[config.mk]
export PLATFORM = sky130hd
export DESIGN_NAME = ucu_sequencer
export DESIGN_NICKNAME = d
export VERILOG_FILES = /design/src/rtl/ucu_pkg.sv /design/src/rtl/ucu_decoder.sv /design/src/rtl/ucu_sequencer.sv
export SDC_FILE = /design/constraint.sdc
export NUM_CORES = 1
export LEC_CHECK = 0
export BUFFER_PORTS_ARGS = -buffer_cell sky130_fd_sc_hd__buf_4
export CORE_ASPECT_RATIO = 1.2
export CORE_MARGIN = 1.5
export CORE_UTILIZATION = 30
export DETAILED_ROUTE_END_ITERATION = 10
export GPL_TIMING_DRIVEN = 0
export PLACE_DENSITY = 0.57
export SLEW_MARGIN = 20
export SYNTH_ARGS = -nofsm -noshare
export SYNTH_HDL_FRONTEND = slang
export SYNTH_SLANG_ARGS = --single-unit
[constraint.sdc]
create_clock -name clk -period 1.75 [get_ports clk]
set_input_delay 0.175 -clock clk [delete_from_list [all_inputs] [get_ports clk]]
set_output_delay 0.175 -clock clk [all_outputs]
set_load 0.02 [all_outputs]
[src/rtl/ucu_pkg.sv]
// Shared encodings for the 4-bit core control unit: FSM states, opcodes,
// control-word bit positions and ALU operation codes.
package ucu_pkg;

    typedef enum logic [2:0] {
        FETCH  = 3'd0,
        DECODE = 3'd1,
        EXEC   = 3'd2,
        HALT   = 3'd3,
        PAUSE  = 3'd4
    } state_e;

    localparam logic [3:0] OP_NOP = 4'h0;
    localparam logic [3:0] OP_LDI = 4'h1;
    localparam logic [3:0] OP_ADD = 4'h2;
    localparam logic [3:0] OP_SUB = 4'h3;
    localparam logic [3:0] OP_AND = 4'h4;
    localparam logic [3:0] OP_OR  = 4'h5;
    localparam logic [3:0] OP_XOR = 4'h6;
    localparam logic [3:0] OP_CLR = 4'h7;
    localparam logic [3:0] OP_JMP = 4'h8;
    localparam logic [3:0] OP_JZ  = 4'h9;
    localparam logic [3:0] OP_JC  = 4'hA;
    localparam logic [3:0] OP_HLT = 4'hF;

    localparam int CTL_ACC_CLR = 15;
    localparam int CTL_ACC_LD  = 14;
    localparam int CTL_FLAG_LD = 13;
    localparam int CTL_ALU_LSB = 10;

    localparam logic [2:0] ALU_PASS_B = 3'b000;
    localparam logic [2:0] ALU_ADD    = 3'b001;
    localparam logic [2:0] ALU_SUB    = 3'b010;
    localparam logic [2:0] ALU_AND    = 3'b011;
    localparam logic [2:0] ALU_OR     = 3'b100;
    localparam logic [2:0] ALU_XOR    = 3'b101;

    // Arithmetic/logic ops all load the accumulator and capture flags.
    function automatic logic [15:0] alu_ctl(input logic [2:0] op);
        logic [15:0] w;
        w = '0;
        w[CTL_ACC_LD]         = 1'b1;
        w[CTL_FLAG_LD]        = 1'b1;
        w[CTL_ALU_LSB +: 3]   = op;
        return w;
    endfunction

endpackage

[src/rtl/ucu_decoder.sv]
// Combinational instruction decoder: opcode plus latched flags produce the
// EXEC control word, the jump decision and the halt request.
module ucu_decoder
    import ucu_pkg::*;
(
    input  logic [3:0]  opcode_i,
    input  logic        z_i,
    input  logic        c_i,
    output logic [15:0] control_o,
    output logic        jump_take_o,
    output logic        halt_req_o
);

    always_comb begin
        control_o   = '0;
        jump_take_o = 1'b0;
        halt_req_o  = 1'b0;
        case (opcode_i)
            OP_LDI: begin
                control_o[CTL_ACC_LD]       = 1'b1;
                control_o[CTL_ALU_LSB +: 3] = ALU_PASS_B;
            end
            OP_ADD: control_o = alu_ctl(ALU_ADD);
            OP_SUB: control_o = alu_ctl(ALU_SUB);
            OP_AND: control_o = alu_ctl(ALU_AND);
            OP_OR:  control_o = alu_ctl(ALU_OR);
            OP_XOR: control_o = alu_ctl(ALU_XOR);
            OP_CLR: control_o[CTL_ACC_CLR] = 1'b1;
            OP_JMP: jump_take_o = 1'b1;
            OP_JZ:  jump_take_o = z_i;
            OP_JC:  jump_take_o = c_i;
            OP_HLT: halt_req_o  = 1'b1;
            default: ;  // NOP and the illegal opcodes B..E do nothing
        endcase
    end

endmodule

[src/rtl/ucu_sequencer.sv]
// Multi-cycle FETCH/DECODE/EXEC control unit owning PC, IR and the Z/C flags.
// Define UCU_SINGLE_STEP_EN to add the step input and a PAUSE state after each EXEC.
module ucu_sequencer
    import ucu_pkg::*;
#(
    parameter int ADDR_W   = 8,
    parameter int RESET_PC = 0
) (
    input  logic              clk,
    input  logic              reset_n,
    input  logic              run,
    output logic [ADDR_W-1:0] imem_addr,
    output logic              imem_req,
    input  logic              imem_valid,
    input  logic [7:0]        imem_data,
    input  logic              z_in,
    input  logic              c_in,
    output logic [15:0]       control,
    output logic [3:0]        imm,
`ifdef UCU_SINGLE_STEP_EN
    input  logic              step,
`endif
    output logic              halted
);

    state_e            state_q;
    logic [ADDR_W-1:0] pc_q;
    logic [ADDR_W-1:0] pc_inc_d;
    logic [ADDR_W-1:0] pc_jmp_d;
    logic [7:0]        ir_q;
    logic              z_q, c_q;
    logic [15:0]       control_q;
    logic              halted_q;

    logic [15:0]       dec_ctl;
    logic              jump_take;
    logic              halt_req;

    ucu_decoder u_dec (
        .opcode_i    (ir_q[7:4]),
        .z_i         (z_q),
        .c_i         (c_q),
        .control_o   (dec_ctl),
        .jump_take_o (jump_take),
        .halt_req_o  (halt_req)
    );

    assign pc_inc_d = pc_q + ADDR_W'(1);
    // Jumps stay within the current 16-word page.
    assign pc_jmp_d = {pc_q[ADDR_W-1:4], ir_q[3:0]};

    always_ff @(posedge clk or negedge reset_n) begin
        if (!reset_n) begin
            state_q   <= FETCH;
            pc_q      <= ADDR_W'(RESET_PC);
            ir_q      <= '0;
            z_q       <= 1'b0;
            c_q       <= 1'b0;
            control_q <= '0;
            halted_q  <= 1'b0;
        end else begin
            case (state_q)
                FETCH: begin
                    if (run && imem_valid) begin
                        ir_q    <= imem_data;
                        pc_q    <= pc_inc_d;
                        state_q <= DECODE;
                    end
                end
                DECODE: begin
                    control_q <= dec_ctl;
                    state_q   <= EXEC;
                end
                EXEC: begin
                    control_q <= '0;
                    if (control_q[CTL_FLAG_LD]) begin
                        z_q <= z_in;
                        c_q <= c_in;
                    end else if (control_q[CTL_ACC_CLR]) begin
                        z_q <= 1'b1;
                        c_q <= 1'b0;
                    end
                    if (jump_take)
                        pc_q <= pc_jmp_d;
                    if (halt_req) begin
                        state_q  <= HALT;
                        halted_q <= 1'b1;
                    end else begin
`ifdef UCU_SINGLE_STEP_EN
                        state_q <= PAUSE;
`else
                        state_q <= FETCH;
`endif
                    end
                end
`ifdef UCU_SINGLE_STEP_EN
                PAUSE: begin
                    if (step)
                        state_q <= FETCH;
                end
`endif
                default: ;  // HALT is left only through reset
            endcase
        end
    end

    // Request tracks run combinationally so a dropped run withdraws it at once.
    assign imem_req  = reset_n & run & (state_q == FETCH);
    assign imem_addr = pc_q;
    assign control   = control_q;
    assign imm       = ir_q[3:0];
    assign halted    = halted_q;

endmodule

==> metrics <==
Hold Path Sink=ir_q[6]$_DFFE_PN0P_; Clk network pwr share=0.107; Starting DRT DRC Count=27; LEAKAGE=0.948 nW; setup slack, reg-to-reg=0.07 ns; top-count cell post-synth=dfrtp_1; final setup vio count=0; clk root buf=clkbuf_8; Max-Cap Viols=0; reg2reg path depth=5; Pint=2.04 mW; Routed WL=2930 µm; Req. time, crit path=1.92 ns; Max VDD drop=459 µV; Layout Cells excl Fill=244; leading area contributor after synthesis=dfrtp_1; Worst Setup End Kind=flip-flop; pin count of the biggest net entering global routing=29; final setup skew=0.00456 ns; Net Sw Frac=0.402; via count=1,064; post-route setup TNS=0 ns; setup ws final=0.0694 ns; Routed Antenna Nets=0; DRC viols=0; Pre-antenna DRT Iters=3; Synth Cell Area=1510 µm²; RePlAce Congestion=0.720; number of flops mapped to enable cells by yosys=0; Mapped Avg Cell Area=11.3 µm²; CTS Sinks=27; share of cells above drive strength 1=0.495; Commonest cells post-synth=dfrtp_1, buf_4, inv_1; vias in the first global route=998; Power Density=1710 nW/µm²; CTS clk-pin slew, worst paths=0.10 ns; Sequential Area=676 µm²; initial antenna violation count=0; post-synth top area share=0.447; f_max=0.595 GHz; row cnt=28; sequential share of power=0.323; Logic pwr share=0.570; Final Critical Period=1.68 ns; Final period util=0.960; core area=4900 µm²; die height=80.8 µm; post-synthesis cell type count=38; P_sw=1.37 mW; initial core utilization=0.308; top post-synthesis cells by area=dfrtp_1, buf_4, mux2_2; Post-layout nets=204; RR Endpoint=imem_addr[1]$_DFFE_PN0P_; I/O pin cnt=44; area of the multi-input gates=729 µm²; die width=67.8 µm; filler cell count=496; nature of the critical path startpoint=flip-flop; count of state elements after synthesis=27; Synth async-reset ratio=1.00; crit-path max FO=10; outcome=completed; Final Power=3.40 mW; first-pass GRT wire length=4480 µm; CTS buffer count=3; Worst Min Path Start=imem_data[6]; diode count=0; Hold Violations, Final=0; clk_lat worst skew=0.27 ns; via/cell ratio=4.36; Cells after Synth=134; Clock H-tree levels=1; kind of critical path=flip-flop to flip-flop; port bufs=33; P&R area growth vs syn=31.4%; dpl ws=0.0245 ns; Main synth FF type=dfrtp_1; sequential element share of the synthesized area=0.447; WL/cell=12.0 µm; full die area=5480 µm²; hold depth=2; detailed placement HPWL=2170 µm; TritonCTS clock tree=yes; Max Slew Vio Count=0; grt total ovfl=0; Cells after DPL=236; Clock Tree Buf Depth=2; RR Startpoint=state_q[0]$_DFFE_PN0P_; GRT Total Usage=0.109; Hold Crit Class=input pin to flip-flop; Arrival @ worst endpoint=1.85 ns; Ys Warns=0
[power groups by stage]
| stage | clock network (mW) | logic (mW) | registers, mW |
|---|---|---|---|
| floorplan | 0 | 1.19 | 1.22 |
| global placement | 0 | 1.80 | 1.12 |
| detailed placement | 0 | 1.82 | 1.12 |
| CTS | 0.380 | 1.83 | 1.11 |
| global route | 0.411 | 2.12 | 1.14 |
| finish | 0.365 | 1.94 | 1.10 |
[flip-flops by register name, summed over array words and instances, names as in the netlist]
name	count
c_q	1
z_q	1
ir_q	8
state_q	2
imem_addr	8
control	6
halted	1
[how the worst max path moves through the flow]
stage	startpoint	end	slack, ns
final	state_q[0]$_DFFE_PN0P_	imem_addr[1]$_DFFE_PN0P_	0.07
after global routing	state_q[0]$_DFFE_PN0P_	imem_addr[1]$_DFFE_PN0P_	-0.001
after CTS	state_q[0]$_DFFE_PN0P_	imem_addr[2]$_DFFE_PN0P_	0.008
after detailed placement	state_q[0]$_DFFE_PN0P_	imem_addr[2]$_DFFE_PN0P_	0.02
after global placement	state_q[0]$_DFFE_PN0P_	imem_addr[2]$_DFFE_PN0P_	0.06
after floorplan	state_q[0]$_DFFE_PN0P_	imem_addr[1]$_DFFE_PN0P_	0.17
[logic make-up after synthesis]
group,synth area share
simple gates,0.127
buf+inv,0.117
flops,0.447
compound gates,0.129
mux,0.0968
xor+xnor,0.0405
fa+ha+maj,0.0414
other cells,0.00248
[placed cells by master (no fill, tap or decap), types with 2 or more instances in the layout]
cell type  Yosys  final
a21oi_1        3      3
a21oi_4        2      2
and3_1         2      2
buf_2          3      2
buf_4         15     52
clkbuf_8       0      3
conb_1         1     10
dfrtp_1       27     27
ha_1           5      3
inv_1         10      9
mux2_2         9      9
mux2_4         3      3
nand2_1        8      8
nand4_1        3      3
nor2_1         6      6
o21ai_0        6      6
o22ai_1        3      3
o22ai_2        2      2
xnor2_1        6      6
[stage by stage]
stage	area (µm²)	hold slack, ns	utilization
after global routing	1990	0.108	0.405
after CTS	1930	0.116	0.393
after detailed placement	1870	0.117	0.381
after global placement	1870	0.120	0.381
after floorplan	1550	-0.121	-
final	1990	0.124	0.405
[timing repair]
action                                 4_1_cts  5_1_grt
hold buffers                                 1        0
endpoints found under the hold margin       27        0
setup buffers                                0        3
resized for setup                            0        9
setup endpoints to repair                    0        6
[worst max-delay path: stages, from the launching register on]
cell and delay [ns]:
dfrtp_1 0.39, inv_1 0.14, ha_2 0.25, buf_4 0.19, mux2_2 0.34, mux2_4 0.26
[routing by layer]
layer	track usage	vias to the layer above	part of all wire
li1	-	531	-
met4	0.0420	0	0.011
met3	0.0208	4	0.052
met5	0	-	0
met2	0.196	24	0.52
met1	0.126	505	0.42
[final cells by class]
type | count | share of cell area
repair buffers | 37 | 0.141
clock inverters | 1 | 0.00378
multi-input cells | 87 | 0.367
well taps | 60 | 0.0378
clock buffers | 3 | 0.0208
inverters | 10 | 0.0189
plain buffers | 19 | 0.0711
flip-flops and latches | 27 | 0.340
Note: power is estimated with default switching activity, not from simulation.
